[src/rtl/serdes_pkg.sv]
// Shared serdes types and constants.
// Used by both the receive and transmit sides.
package serdes_pkg;

  typedef enum logic {
    RX_IDLE,
    RX_RECEIVING
  } rx_state_e;

  localparam int SERDES_WIDTH_DEFAULT = 8;

endpackage

[src/rtl/rx_deserializer_if.sv]
// Serial input, parallel output and status bundle
// for the receive deserializer.
interface rx_deserializer_if
  import serdes_pkg::*;
#(
  parameter int WIDTH = SERDES_WIDTH_DEFAULT
);

  logic             serial_in;
  logic             serial_valid;
  logic [WIDTH-1:0] data_out;
  logic             data_valid;
  logic             data_ready;
  logic             busy;
  logic             frame_error;
  logic             overrun;
  logic             overrun_clr;

  modport slave (
    input  serial_in,
    input  serial_valid,
    input  data_ready,
    input  overrun_clr,
    output data_out,
    output data_valid,
    output busy,
    output frame_error,
    output overrun
  );

  modport master (
    output serial_in,
    output serial_valid,
    output data_ready,
    output overrun_clr,
    input  data_out,
    input  data_valid,
    input  busy,
    input  frame_error,
    input  overrun
  );

endinterface

[src/rtl/rx_word_buffer.sv]
// One-entry output register with valid/ready handshake
// and sticky overrun flag.
module rx_word_buffer
  import serdes_pkg::*;
#(
  parameter int WIDTH = SERDES_WIDTH_DEFAULT
) (
  input  logic             clk,
  input  logic             rst,
  input  logic             load,
  input  logic [WIDTH-1:0] word,
  input  logic             ready,
  input  logic             overrun_clr,
  output logic [WIDTH-1:0] data,
  output logic             valid,
  output logic             overrun
);

  logic xfer;
  logic drop;

  assign xfer = valid && ready;
  assign drop = load && valid && !ready;

  always_ff @(posedge clk) begin
    if (rst) begin
      data  <= '0;
      valid <= 1'b0;
    end else if (load && (!valid || xfer)) begin
      data  <= word;
      valid <= 1'b1;
    end else if (xfer) begin
      valid <= 1'b0;
    end
  end

  // Set wins over clear when both land together.
  always_ff @(posedge clk) begin
    if (rst) begin
      overrun <= 1'b0;
    end else if (drop) begin
      overrun <= 1'b1;
    end else if (overrun_clr) begin
      overrun <= 1'b0;
    end
  end

endmodule

[src/rtl/rx_deserializer.sv]
// Serial-to-parallel receiver, LSB first, with
// mid-word gap timeout and one-entry output buffer.
module rx_deserializer
  import serdes_pkg::*;
#(
  parameter int WIDTH       = SERDES_WIDTH_DEFAULT,
  parameter int GAP_TIMEOUT = 4
) (
  input  logic              clk,
  input  logic              rst,
  rx_deserializer_if.slave  bus
);

  localparam int CW = $clog2(WIDTH);
  localparam int GW = $clog2(GAP_TIMEOUT + 1);
  localparam logic [CW-1:0] LAST_BIT = CW'(WIDTH - 1);
  localparam logic [GW-1:0] GAP_LAST = GW'(GAP_TIMEOUT - 1);

  rx_state_e        state, state_n;
  logic [CW-1:0]    cnt, cnt_n;
  logic [GW-1:0]    gap, gap_n;
  logic [WIDTH-1:0] shift, shift_n;
  logic [WIDTH-1:0] word;
  logic             done;
  logic             abort;
  logic             frame_error;

  always_ff @(posedge clk) begin
    if (rst) begin
      state       <= RX_IDLE;
      cnt         <= '0;
      gap         <= '0;
      shift       <= '0;
      frame_error <= 1'b0;
    end else begin
      state       <= state_n;
      cnt         <= cnt_n;
      gap         <= gap_n;
      shift       <= shift_n;
      frame_error <= abort;
    end
  end

  always_comb begin
    state_n = state;
    cnt_n   = cnt;
    gap_n   = gap;
    shift_n = shift;
    word    = '0;
    done    = 1'b0;
    abort   = 1'b0;
    unique case (state)
      RX_IDLE: begin
        if (bus.serial_valid) begin
          shift_n    = '0;
          shift_n[0] = bus.serial_in;
          cnt_n      = CW'(1);
          gap_n      = '0;
          state_n    = RX_RECEIVING;
        end
      end
      RX_RECEIVING: begin
        if (bus.serial_valid) begin
          shift_n[cnt] = bus.serial_in;
          gap_n        = '0;
          // Last bit hands the word straight to the buffer.
          if (cnt == LAST_BIT) begin
            done    = 1'b1;
            word    = shift_n;
            shift_n = '0;
            cnt_n   = '0;
            state_n = RX_IDLE;
          end else begin
            cnt_n = cnt + CW'(1);
          end
        end else if (gap == GAP_LAST) begin
          abort   = 1'b1;
          shift_n = '0;
          cnt_n   = '0;
          gap_n   = '0;
          state_n = RX_IDLE;
        end else begin
          gap_n = gap + GW'(1);
        end
      end
    endcase
  end

  assign bus.busy        = (state == RX_RECEIVING);
  assign bus.frame_error = frame_error;

  rx_word_buffer #(
    .WIDTH (WIDTH)
  ) u_buf (
    .clk         (clk),
    .rst         (rst),
    .load        (done),
    .word        (word),
    .ready       (bus.data_ready),
    .overrun_clr (bus.overrun_clr),
    .data        (bus.data_out),
    .valid       (bus.data_valid),
    .overrun     (bus.overrun)
  );

endmodule

[src/flat_wrapper.sv]
// flat-port wrapper written by rule: the top's interface ports become plain ports
module rx_deserializer_flat import serdes_pkg::*;
#(
  parameter int WIDTH       = SERDES_WIDTH_DEFAULT,
  parameter int GAP_TIMEOUT = 4
)
  (clk, rst, bus_serial_in, bus_serial_valid, bus_data_ready, bus_overrun_clr, bus_data_out, bus_data_valid, bus_busy, bus_frame_error, bus_overrun);
  rx_deserializer_if #(.WIDTH(WIDTH)) bus_i ();
  input  logic clk;
  input  logic rst;
  input wire logic [$bits(bus_i.serial_in)-1:0] bus_serial_in;
  input wire logic [$bits(bus_i.serial_valid)-1:0] bus_serial_valid;
  input wire logic [$bits(bus_i.data_ready)-1:0] bus_data_ready;
  input wire logic [$bits(bus_i.overrun_clr)-1:0] bus_overrun_clr;
  output wire logic [$bits(bus_i.data_out)-1:0] bus_data_out;
  output wire logic [$bits(bus_i.data_valid)-1:0] bus_data_valid;
  output wire logic [$bits(bus_i.busy)-1:0] bus_busy;
  output wire logic [$bits(bus_i.frame_error)-1:0] bus_frame_error;
  output wire logic [$bits(bus_i.overrun)-1:0] bus_overrun;
  assign bus_i.serial_in = bus_serial_in;
  assign bus_i.serial_valid = bus_serial_valid;
  assign bus_i.data_ready = bus_data_ready;
  assign bus_i.overrun_clr = bus_overrun_clr;
  assign bus_data_out = bus_i.data_out;
  assign bus_data_valid = bus_i.data_valid;
  assign bus_busy = bus_i.busy;
  assign bus_frame_error = bus_i.frame_error;
  assign bus_overrun = bus_i.overrun;
  rx_deserializer #(.WIDTH(WIDTH), .GAP_TIMEOUT(GAP_TIMEOUT)) u_core (.clk(clk), .rst(rst), .bus(bus_i));
endmodule
[config.mk]
export PLATFORM = sky130hd
export DESIGN_NAME = rx_deserializer_flat
export DESIGN_NICKNAME = d
export VERILOG_FILES = /design/src/rtl/serdes_pkg.sv /design/src/rtl/rx_deserializer_if.sv /design/src/rtl/rx_word_buffer.sv /design/src/rtl/rx_deserializer.sv /design/src/flat_wrapper.sv
export SDC_FILE = /design/constraint.sdc
export NUM_CORES = 1
export LEC_CHECK = 0
export ABC_AREA = 0
export ABC_CLOCK_PERIOD_IN_PS = 2300
export BUFFER_PORTS_ARGS = -buffer_cell sky130_fd_sc_hd__clkbuf_2
export CORE_MARGIN = 2
export CORE_UTILIZATION = 35
export CTS_CLUSTER_SIZE = 8
export DETAILED_ROUTE_END_ITERATION = 6
export PLACE_DENSITY = 0.56
export SLEW_MARGIN = 20
export SYNTH_ARGS = -nofsm -noshare
export SYNTH_HDL_FRONTEND = slang
export SYNTH_SLANG_ARGS = --single-unit
[constraint.sdc]
create_clock -name clk -period 2.3 [get_ports clk]
set_input_delay 0.575 -clock clk [delete_from_list [all_inputs] [get_ports clk]]
set_output_delay 0.575 -clock clk [all_outputs]
set_load 0.03 [all_outputs]
==> impl_results.rst <==
.. list-table::
   :header-rows: 1

   * - Metric
     - Value
   * - Cell Pwr Density
     - 603 nW/um^2
   * - Setup slack at placement
     - 0.307 ns
   * - Number of antenna violations at the first check in global routing
     - 0
   * - Pin count of the biggest net entering global routing
     - 26
   * - Shortest period the worst path allows
     - 2.04 ns
   * - Leading cell types in the layout, fill and taps excluded
     - dfxtp_1 (26), nand3b_1 (17), a21oi_1 (17), clkbuf_2 (17), mux2i_1 (12)
   * - Total CTS buffers
     - 3
   * - Area share of the largest cell type after synthesis
     - 0.376
   * - Initial DRC count
     - 40
   * - X dimension of the die
     - ~67 um
   * - Number of standard cells after synthesis
     - 144
   * - Part of the power in registers
     - 0.509
   * - Crit-path leading delay family
     - flip-flops
   * - Number of nets produced by synthesis
     - 153
   * - Worst Setup SP
     - u_core.cnt[0]
   * - Clock sink total
     - 26
   * - Kind of end point of the critical path
     - register
   * - Data required time of the critical path
     - approximately 2.5 ns
   * - Final worst clock skew
     - 0.00771 ns
   * - Vias in the first global route
     - 1011
   * - Synth warnings
     - 0
   * - H-tree Lvls
     - 1
   * - Number of inserted diodes
     - 0
   * - Category of the worst setup path launch point
     - register
   * - Setup violators final
     - 0
   * - Deepest clock path buffer count
     - 2
   * - Site row count
     - 22
   * - Total wire length after detailed routing
     - 2.92 mm
   * - Initial core utilization
     - 0.372
   * - Critical Path Most Common Cell
     - ha_1
   * - Max cap viols
     - 0
   * - TritonCTS clock tree
     - built
   * - Clock-pin transition on the worst setup and hold timing paths
     - about 0.10 ns
   * - Vias per cell
     - about 5.5
   * - Vertical extent of the die
     - 66.9 um
   * - Main flop type after synthesis
     - dfxtp_1
   * - Final total negative setup slack
     - 0 ns
   * - Crit path cell chain
     - ha_1 > ha_1 > and3_1 > buf_4 > a21oi_1 > a211oi_1
   * - Gr ovfl total
     - 0
   * - Number of enable-type register cells in the synthesized netlist
     - 0
   * - Most area-consuming cells after synthesis
     - dfxtp_1 (38%), nand3b_1 (9.2%), mux2i_1 (8.7%)
   * - Mapped Area
     - 1380 sq um
   * - CTS hold repair buffers
     - 0
   * - Sequential-to-total area share from yosys stat
     - 0.376
   * - Post-cts resize count
     - 0
   * - Run status
     - completed
   * - P_leak
     - 0.000583 uW
   * - Critical-path maximum fanout
     - 11
   * - Switching pwr
     - 203 uW
   * - Clock share of power
     - 0.424
   * - Number of distinct library cell variants in the gate-level netlist after synthesis
     - 28
   * - Global-route wire length before repair
     - around 5.0 mm
   * - Total power
     - 918 uW
   * - First-pass iteration count of the detailed router
     - 4
   * - Most frequent standard cell in the layout excluding fill and tap cells
     - dfxtp_1
   * - Unrepaired setup endpoints after global routing
     - no
   * - Maximum vdd ir drop
     - 0.272 mV
   * - Slew at the pin closest to its max-slew limit
     - 0.539 ns
   * - Class of the most critical hold timing path
     - register to register
   * - Share of the clock period used by the worst path after layout
     - 0.888
   * - Cell type with the largest total area after synthesis
     - dfxtp_1
   * - Worst r2r src
     - u_core.cnt[0]
   * - Seq cells post-synth
     - 26
   * - Delay of the slowest critical-path stage
     - 0.64 ns
   * - Share of the core filled with cells
     - 0.409
   * - Peak Freq
     - 490 MHz
   * - Number of port buffers
     - 17
   * - Worst path slowest cell
     - dfxtp_1
   * - Buffer cell driving the clock tree root
     - clkbuf_8
   * - Relative contribution of combinational cells to total power
     - 0.067
   * - Post-route ant nets
     - 0
   * - Int Power
     - about 710 uW
   * - Core Region
     - 3720 sq um
   * - Final Max Tran Viols
     - 0
   * - Synthesized area divided by synthesized cell count
     - between 9 and 10 sq um
   * - DRC viols
     - 0
   * - Critical hold path startpoint
     - u_core.gap[2]
   * - Worst Path Buf+Inv
     - 1
   * - Worst-Skew Late Latency
     - between 0.2 and 0.3 ns
   * - Crit Path Category
     - register to register
   * - Final GP Congestion
     - approximately 0.75
   * - Remaining max-slew budget at the tightest pin
     - 0.641
   * - Async S/R FF share, synth
     - 0
   * - Switching Fraction
     - 0.221
   * - Total number of vias
     - 1096
   * - Final-report hold violation count
     - 0
   * - Design area
     - 1520 sq um
   * - Post-detailed-placement cell area
     - 1450 sq um
   * - Post-CTS Setup Bufs
     - 0
   * - Ports placed on the boundary
     - 18
   * - Net count of the finished layout
     - 161
   * - Post-route setup slack
     - 0.258 ns
   * - Per-cell routed wire length
     - 14.7 um
   * - Area grow syn2layout
     - 10.0%
   * - HPWL after DPL
     - 2.04 mm
   * - Arr. time, crit path
     - 2.23 ns
   * - Die footprint
     - 4470 sq um
   * - Gr usage total
     - 0.149
   * - Share of layout cells above drive strength 1
     - 0.192
[cells by family (layout without fill, tap and decap cells)]
group,count (synthesis),count (layout),share of synthesized area
AND/OR/NAND/NOR,52,52,0.291
adder cells (fa/ha/maj),3,3,0.0272
flip-flops,26,26,0.376
AO/OA/AOI/OAI,33,33,0.144
multiplexers,12,12,0.0869
buffers and inverters,18,25,0.0751
[worst paths after layout]
check | to | slack (ns) | cells past startpoint
worst min-delay path | u_core.gap[2] | 0.46 | 2
worst min register to register | u_core.gap[2] | 0.46 | 2
worst max register to register | u_core.u_buf.data[0] | 0.26 | 6
worst max-delay path | u_core.u_buf.data[0] | 0.26 | 6
[metal layers]
metal | GRT usage | wire (um)
met2 | 0.229 | 1280
met3 | 0.0405 | 110
met1 | 0.211 | 1510
met4 | 0.0230 | 18
met5 | 0 | 0
[power groups by stage]
stage / Clock [uW] / Sequential [uW] / Combinational (uW)
CTS: 402 / 468 / 61.3
global placement: 0 / 477 / 60.9
global route: 428 / 470 / 67.1
finish: 389 / 467 / 61.1
detailed placement: 0 / 478 / 60.8
floorplan: 0 / 471 / 54.8
[final cells by class]
cell class	instances	area [sq um]
Sequential cell	26	520
Multi-Input combinational cell	100	758
Inverter	1	3.75
Fill cell	393	2190
Timing Repair Buffer	20	108
Clock buffer	3	41.3
Clock inverter	1	30.0
Tap cell	48	60.1
[cell usage after synthesis (2+ instances only)]
master     n
or4b_1     3
a21oi_1   17
buf_6      3
buf_2      8
dfxtp_1   26
nor2_1     2
nand2_1    5
and4b_1    5
ha_1       3
clkbuf_1   5
nand2b_1   6
nor3b_4    3
mux2i_1   12
a31oi_1    6
nand3b_1  17
nand3_1    2
a211oi_1   8
nor3_1     3
[flip-flops by register name, indices dropped and copies added (netlist names)]
register,flops
u_core.shift,8
u_core.u_buf.data,8
u_core.cnt,3
u_core.gap,3
u_core.bus.busy,1
u_core.bus.frame_error,1
u_core.u_buf.overrun,1
u_core.u_buf.valid,1
[tightest hold or removal path, stage by stage, from the launching register on]
cell	delay (ns)
dfxtp_1	0.33
nand2_1	0.06
a21oi_1	0.04
[metrics by stage]
step,std cells,hold WS [ns]
after floorplan,144,0.415
after global placement,195,0.427
after detailed placement,195,0.440
after CTS,199,0.453
after global routing,199,0.465
final,199,0.458
(Power assumes the default switching activity.)
